$ cat src/rtl/training_sequencer.sv
`default_nettype none
// ============================================================================
// Module      : training_sequencer
// Description : Per-epoch weight-update sequencer (Manhattan / Adam) that
//               adapts eta, tracks best error and sweeps weight memory.
// Revision    : 1.0 - initial release
// ============================================================================
module training_sequencer #(
    parameter int BIT_WIDTH      = 32,
    parameter int EXTRA_BIT      = 2,
    parameter int NUMBER_WEIGHTS = 2,
    parameter int NUMBER_NEURONS = 1,
    parameter int MAX_EPOCHS     = 1024,
    parameter logic [BIT_WIDTH+EXTRA_BIT-1:0] ETA_INIT = {2'b01, 32'h3DCCCCCD},
    parameter logic [7:0] ETA_MIN_EXP = 8'd100,
    parameter logic [7:0] ETA_MAX_EXP = 8'd126
) (
    input  logic                                   clk,
    input  logic                                   rst,
    input  logic                                   start,
    input  logic                                   training_mode,
    input  logic [BIT_WIDTH+EXTRA_BIT-1:0]         squared_error,
    output logic                                   mem_rd_en,
    output logic [((NUMBER_WEIGHTS*NUMBER_NEURONS) > 1 ?
                   $clog2(NUMBER_WEIGHTS*NUMBER_NEURONS) : 1)-1:0] mem_addr,
    input  logic [BIT_WIDTH+EXTRA_BIT-1:0]         old_weight,
    input  logic [BIT_WIDTH+EXTRA_BIT-1:0]         delta_weight,
    output logic                                   upd_req,
    output logic [BIT_WIDTH+EXTRA_BIT-1:0]         upd_a,
    output logic [BIT_WIDTH+EXTRA_BIT-1:0]         upd_b,
    output logic                                   upd_adam,
    input  logic                                   upd_done,
    input  logic [BIT_WIDTH+EXTRA_BIT-1:0]         upd_result,
    output logic                                   write_en,
    output logic [BIT_WIDTH+EXTRA_BIT-1:0]         memory_updated_weight,
    output logic [BIT_WIDTH+EXTRA_BIT-1:0]         eta,
    output logic [BIT_WIDTH+EXTRA_BIT-1:0]         best_error,
    output logic                                   busy,
    output logic                                   epoch_done,
    output logic                                   training_done
);

    localparam int W       = BIT_WIDTH + EXTRA_BIT;
    localparam int N       = NUMBER_WEIGHTS * NUMBER_NEURONS;
    localparam int AW      = (N > 1) ? $clog2(N) : 1;
    localparam int EW      = $clog2(MAX_EPOCHS) + 1;
    localparam int SGN     = BIT_WIDTH - 1;
    localparam int EXP_MSB = BIT_WIDTH - 2;
    localparam int EXP_LSB = BIT_WIDTH - 9;
    localparam logic [W-1:0]  c_BEST_INIT  = W'({2'b01, 32'h7F7FFFFF});
    localparam logic [AW-1:0] c_LAST_ADDR  = AW'(N - 1);
    localparam logic [EW-1:0] c_LAST_EPOCH = EW'(MAX_EPOCHS - 1);

    typedef enum logic [2:0] {
        S_IDLE    = 3'd0,
        S_EVAL    = 3'd1,
        S_RD      = 3'd2,
        S_WAIT_RD = 3'd3,
        S_REQ     = 3'd4,
        S_WR      = 3'd5
    } state_t;

    state_t r_state, w_next;

    logic [W-1:0]  r_error, r_eta, r_best, r_upd_a, r_upd_b, r_wdata;
    logic          r_mode, r_upd_adam, r_busy, r_epoch_done, r_done;
    logic [AW-1:0] r_addr;
    logic [EW-1:0] r_epoch;

    logic          w_err_zero, w_best_zero, w_improved, w_last_epoch;
    logic          w_delta_zero, w_last_addr;
    logic [W-1:0]  w_err_cmp, w_best_cmp, w_step;
    logic [7:0]    w_exp, w_exp_up, w_exp_dn;

    // Exception prefix 00 encodes zero regardless of the payload bits.
    assign w_err_zero   = (r_error[W-1 -: EXTRA_BIT] == '0);
    assign w_best_zero  = (r_best[W-1 -: EXTRA_BIT] == '0);
    assign w_err_cmp    = w_err_zero  ? '0 : r_error;
    assign w_best_cmp   = w_best_zero ? '0 : r_best;
    assign w_improved   = (w_err_cmp < w_best_cmp);
    assign w_last_epoch = (r_epoch == c_LAST_EPOCH);
    assign w_delta_zero = (delta_weight[W-1 -: EXTRA_BIT] == '0);
    assign w_last_addr  = (r_addr == c_LAST_ADDR);

    assign w_exp    = r_eta[EXP_MSB:EXP_LSB];
    assign w_exp_up = (w_exp >= ETA_MAX_EXP) ? ETA_MAX_EXP : w_exp + 8'd1;
    assign w_exp_dn = (w_exp <= ETA_MIN_EXP) ? ETA_MIN_EXP : w_exp - 8'd1;

    // Step opposes the gradient sign; Manhattan takes magnitude from eta.
    assign w_step = r_mode ? {2'b01, ~delta_weight[SGN], r_eta[SGN-1:0]}
                           : {delta_weight[W-1 -: EXTRA_BIT], ~delta_weight[SGN],
                              delta_weight[SGN-1:0]};

    always_ff @(posedge clk) begin
        if (rst) r_state <= S_IDLE;
        else     r_state <= w_next;
    end

    always_comb begin
        w_next = r_state;
        case (r_state)
            S_IDLE:    if (start && !r_done) w_next = S_EVAL;
            S_EVAL:    w_next = (w_err_zero || w_last_epoch) ? S_IDLE : S_RD;
            S_RD:      w_next = S_WAIT_RD;
            S_WAIT_RD: w_next = w_delta_zero ? S_WR : S_REQ;
            S_REQ:     if (upd_done) w_next = S_WR;
            S_WR:      w_next = w_last_addr ? S_IDLE : S_RD;
            default:   w_next = S_IDLE;
        endcase
    end

    always_ff @(posedge clk) begin
        if (rst) begin
            r_error      <= '0;
            r_mode       <= 1'b0;
            r_eta        <= ETA_INIT;
            r_best       <= c_BEST_INIT;
            r_upd_a      <= '0;
            r_upd_b      <= '0;
            r_upd_adam   <= 1'b0;
            r_wdata      <= '0;
            r_addr       <= '0;
            r_epoch      <= '0;
            r_busy       <= 1'b0;
            r_epoch_done <= 1'b0;
            r_done       <= 1'b0;
        end else begin
            r_epoch_done <= 1'b0;
            case (r_state)
                S_IDLE: begin
                    if (start && !r_done) begin
                        r_error <= squared_error;
                        r_mode  <= training_mode;
                    end
                end
                S_EVAL: begin
                    if (w_err_zero || w_last_epoch) begin
                        r_done <= 1'b1;
                    end else begin
                        if (w_improved) r_best <= r_error;
                        if (r_mode) r_eta[EXP_MSB:EXP_LSB] <= w_improved ? w_exp_up : w_exp_dn;
                        r_addr <= '0;
                        r_busy <= 1'b1;
                    end
                end
                S_WAIT_RD: begin
                    r_upd_a    <= old_weight;
                    r_upd_b    <= w_step;
                    r_upd_adam <= ~r_mode;
                    if (w_delta_zero) r_wdata <= old_weight;
                end
                S_REQ: begin
                    if (upd_done) r_wdata <= upd_result;
                end
                S_WR: begin
                    if (w_last_addr) begin
                        r_busy       <= 1'b0;
                        r_epoch_done <= 1'b1;
                        r_epoch      <= r_epoch + 1'b1;
                    end else begin
                        r_addr <= r_addr + 1'b1;
                    end
                end
                default: ;
            endcase
        end
    end

    assign mem_rd_en             = (r_state == S_RD);
    assign upd_req               = (r_state == S_REQ);
    assign write_en              = (r_state == S_WR);
    assign mem_addr              = r_addr;
    assign upd_a                 = r_upd_a;
    assign upd_b                 = r_upd_b;
    assign upd_adam              = r_upd_adam;
    assign memory_updated_weight = r_wdata;
    assign eta                   = r_eta;
    assign best_error            = r_best;
    assign busy                  = r_busy;
    assign epoch_done            = r_epoch_done;
    assign training_done         = r_done;

endmodule
`default_nettype wire

$ cat config.mk
export PLATFORM = sky130hd
export DESIGN_NAME = training_sequencer
export DESIGN_NICKNAME = d
export VERILOG_FILES = /design/src/rtl/training_sequencer.sv
export SDC_FILE = /design/constraint.sdc
export NUM_CORES = 1
export LEC_CHECK = 0
export CAP_MARGIN = 20
export CORE_MARGIN = 5
export CORE_UTILIZATION = 51
export CTS_BUF_LIST = sky130_fd_sc_hd__clkbuf_8
export DETAILED_ROUTE_END_ITERATION = 6
export GPL_TIMING_DRIVEN = 1
export PLACE_DENSITY = 0.95
export SYNTH_ARGS = -nofsm -noshare
export SYNTH_HDL_FRONTEND = slang
export SYNTH_SLANG_ARGS = --single-unit
$ cat constraint.sdc
create_clock -name clk -period 9 [get_ports clk]
set_input_delay 0.9 -clock clk [delete_from_list [all_inputs] [get_ports clk]]
set_output_delay 0.9 -clock clk [all_outputs]
set_load 0.01 [all_outputs]
==> flow_summary.yaml <==
outcome:
  status: "completed"
power_and_ir_drop:
  ir_worst_vdd_v: 0.00009546
  p_per_area_nw_per_um2: 150.1
  p_comb_frac: 0.159
  intPower_uw: 1369
  netSwitchingPower_uw: 506.4
  p_clk_frac: 0.341
  pwr-share-seq: 0.500
  leakage_uw: 0.004636
  switching_share: 0.2700
worst_setup_path:
  end_kind: "flop"
  max_stage_delay_ns: 0.87
  crit_chain: "or2_1 > nand2_1 > ha_1 > a21oi_1 > nor2_1 > a211oi_1 > a311oi_4 > nor4_2 > buf_4 > mux2i_1 > nor2_1"
  critPathBufInv: 1
  crit_type: "reg2reg"
  path_max_fanout: 32
  critPathMostFrequentCell: "nor2_1"
  worst_ep_required_time_ns: 9.33
  critPathTopFamily: "simple AND/OR/NAND/NOR gates"
  worstPathArrival_ns: 4.18
  crit_slowest_cell: "or2_1"
  startpoint_type: "flop"
clock_network:
  cts.reportedPaths.clkPinSlew_ns: 0.10
  clock_path_buffers: 2
  hold_buffers: 0
  root_buffer: "clkbuf_8"
  cts_tree: "yes"
  htree_levels: 4
  post_cts_resized: 0
  cts_setup_buffers: 0
  clock_sinks: 198
  cts_buffers: 17
  clk_latency_ns: 0.46
grt:
  grt_max_degree: 80
  overflow: 0
  grt_pass1_wl_mm: 44.16
  grt_use_total: 0.2653
  antenna_found_initial: 0
  grt_pass1_vias: 8534
synth:
  synth_cells: 1102
  synth_edf_count: 0
  synth-async-reset-ratio: 0
  synth-seq-area-share: 0.4337
  ys_types: 49
  avgSynthCellArea_um2: 8.293
  yosysWarnings: 0
  synth_flop_cell: "dfxtp_1"
  syn_area_um2: 9139
  ys_seq_elements: 198
layout:
  nets: 1518
  fin_util: 0.7025
  fin_cells: 1582
  n_antenna_cell: 0
  area_growth_pct: 36.68
  design_area_um2: 12490
  drive_above_1_share: 0.04361
sta:
  worstMarginPinSlew_ns: 1.120
  fmax_mhz: 259.5
  slew_viol_final: 0
  finalCritPeriodShare: 0.4282
  rsz0062_at_grt: "no"
  period_needed_ns: 3.854
  setup_viol: 0
  relSlewSlack: 0.2530
  clock_skew_ns: 0.02433
  setup-tns-final_ns: 0
  holdWs_ns: 0.4568
  hold_violations: 0
place:
  dpl_cell_area_um2: 12020
  gp_congestion: 0.8861
  io_buffers: 292
  hpwl_mm: 20.53
  place_inst: 1549
floorplanning:
  pin_count: 319
  row_count: 49
  fp.dieW_um: 143.9
  chipHeight_um: 143.9
  core_area_um2: 17780
  dieArea_um2: 20700
  start_util: 0.5140
routing:
  vias: 8749
  drt_wl_total_mm: 28.50
  ant_nets: 0
  drcViolationCount: 0
  drtIter0Drc: 580
  vias_per_cell: 5.530
  wl_per_cell_um: 18.01
  firstDrtPassIters: 6
min_path:
  hold_path.class: "reg2reg"
job:
  drv_cap: 0
## through the flow
stage	power [µW]	setup WS, ns
global route	1955	4.981
global placement	1233	5.537
detailed placement	1246	5.333
CTS	1880	5.235
floorplan	1111	6.004
finish	1875	5.146
## registers in the layout, summed over array words and instances (netlist names)
name,count
r_epoch,11
upd_b,34
memory_updated_weight,34
epoch_done,1
r_error,34
r_mode,1
r_state,3
busy,1
training_done,1
mem_addr,1
best_error,34
eta,8
upd_adam,1
upd_a,34
## power groups by stage
stage	Sequential [µW]	Combinational (µW)	Clock, µW
2_1_floorplan	953	158	0
6_report	937	298	640
5_1_grt	942	322	691
3_5_place_dp	956	290	0
3_3_place_gp	954	278	0
4_1_cts	936	294	649
## placed cells by master (no fill, tap or decap), types with 11 or more instances in the layout
cell and instances:
mux2i_1 76, nand3_1 12, a211oi_1 47, ha_1 37, nor2b_1 35, nand2_1 240, nor3_1 32, nor2_1 86
clkdlybuf4s50_1 291, nand3b_1 14, dfxtp_1 198, conb_1 26, buf_4 13, clkbuf_8 18, nand4_1 11, a21oi_1 108
o21ai_0 11
## synth_stat cells, types with 2 or more instances
| library cell | number | area [µm²] |
|---|---|---|
| nand2_1 | 240 | 900.9 |
| dfxtp_1 | 198 | 3964 |
| a21oi_1 | 108 | 540.5 |
| nor2_1 | 88 | 330.3 |
| mux2i_1 | 76 | 760.7 |
| clkbuf_1 | 69 | 259.0 |
| a211oi_1 | 47 | 352.8 |
| ha_1 | 37 | 462.9 |
| nor2b_1 | 36 | 225.2 |
| nor3_1 | 32 | 160.2 |
| buf_4 | 26 | 195.2 |
| nand3b_1 | 14 | 105.1 |
| nand3_1 | 12 | 60.06 |
| nand4_1 | 11 | 68.82 |
| o21ai_0 | 11 | 55.05 |
| o31ai_1 | 9 | 67.56 |
| buf_2 | 8 | 40.04 |
| inv_1 | 8 | 30.03 |
| or3_1 | 7 | 43.79 |
| xor2_1 | 7 | 61.31 |
| and3_1 | 5 | 31.28 |
| o21ai_1 | 5 | 25.02 |
| a21o_1 | 4 | 30.03 |
| buf_1 | 4 | 15.01 |
| buf_6 | 3 | 33.78 |
| nand2b_1 | 3 | 18.77 |
| nor3b_1 | 3 | 22.52 |
| nor4_1 | 3 | 18.77 |
| xnor2_1 | 3 | 26.28 |
| and4_1 | 2 | 17.52 |
| conb_1 | 2 | 7.510 |
| o2111a_1 | 2 | 22.52 |
| o211ai_1 | 2 | 15.01 |
| or2_1 | 2 | 12.51 |
## layer usage
metal | global-route usage | wire [µm] | up-vias
met5 | 0 | 0 | -
met3 | 0.05890 | 1983 | 70
li1 | - | - | 4178
met1 | 0.3218 | 11560 | 4127
met2 | 0.4566 | 13900 | 374
met4 | 0.1056 | 1052 | 0
## path summary, 6_finish.rpt
path                        from        endpoint  slack (ns)  cells past startpoint
setup / recovery  best_error[33]  best_error[33]        5.15                     11
hold / removal         upd_b[33]       upd_b[33]        0.46                      2
setup reg to reg  best_error[33]  best_error[33]        5.15                     11
hold reg to reg        upd_b[33]       upd_b[33]        0.46                      2
## kinds of logic after synthesis
family / share of synthesized area
compound gates: 0.1343
simple gates: 0.2245
mux: 0.08324
xor+xnor: 0.009584
other cells: 0.0008218
flops: 0.4337
buf+inv: 0.06312
fa+ha+maj: 0.05066
## worst register-to-register path, stage by stage (launching register included)
cell and delay [ns]:
dfxtp_1 0.38, or2_1 0.87, nand2_1 0.23, ha_1 0.37, a21oi_1 0.17, nor2_1 0.08, a211oi_1 0.38, a311oi_4 0.20
nor4_2 0.31, buf_4 0.40, mux2i_1 0.26, nor2_1 0.07
## cell type report
type                    count  area (µm²)
fillers                  1331        5289
multi-input cells         809        4726
flip-flops and latches    198        3964
repair buffers            305        3030
well taps                 229       286.5
clock buffers              18       247.7
clock inverters            14       202.7
inverters                   9       33.78
Power figures use the tool's default switching activity.
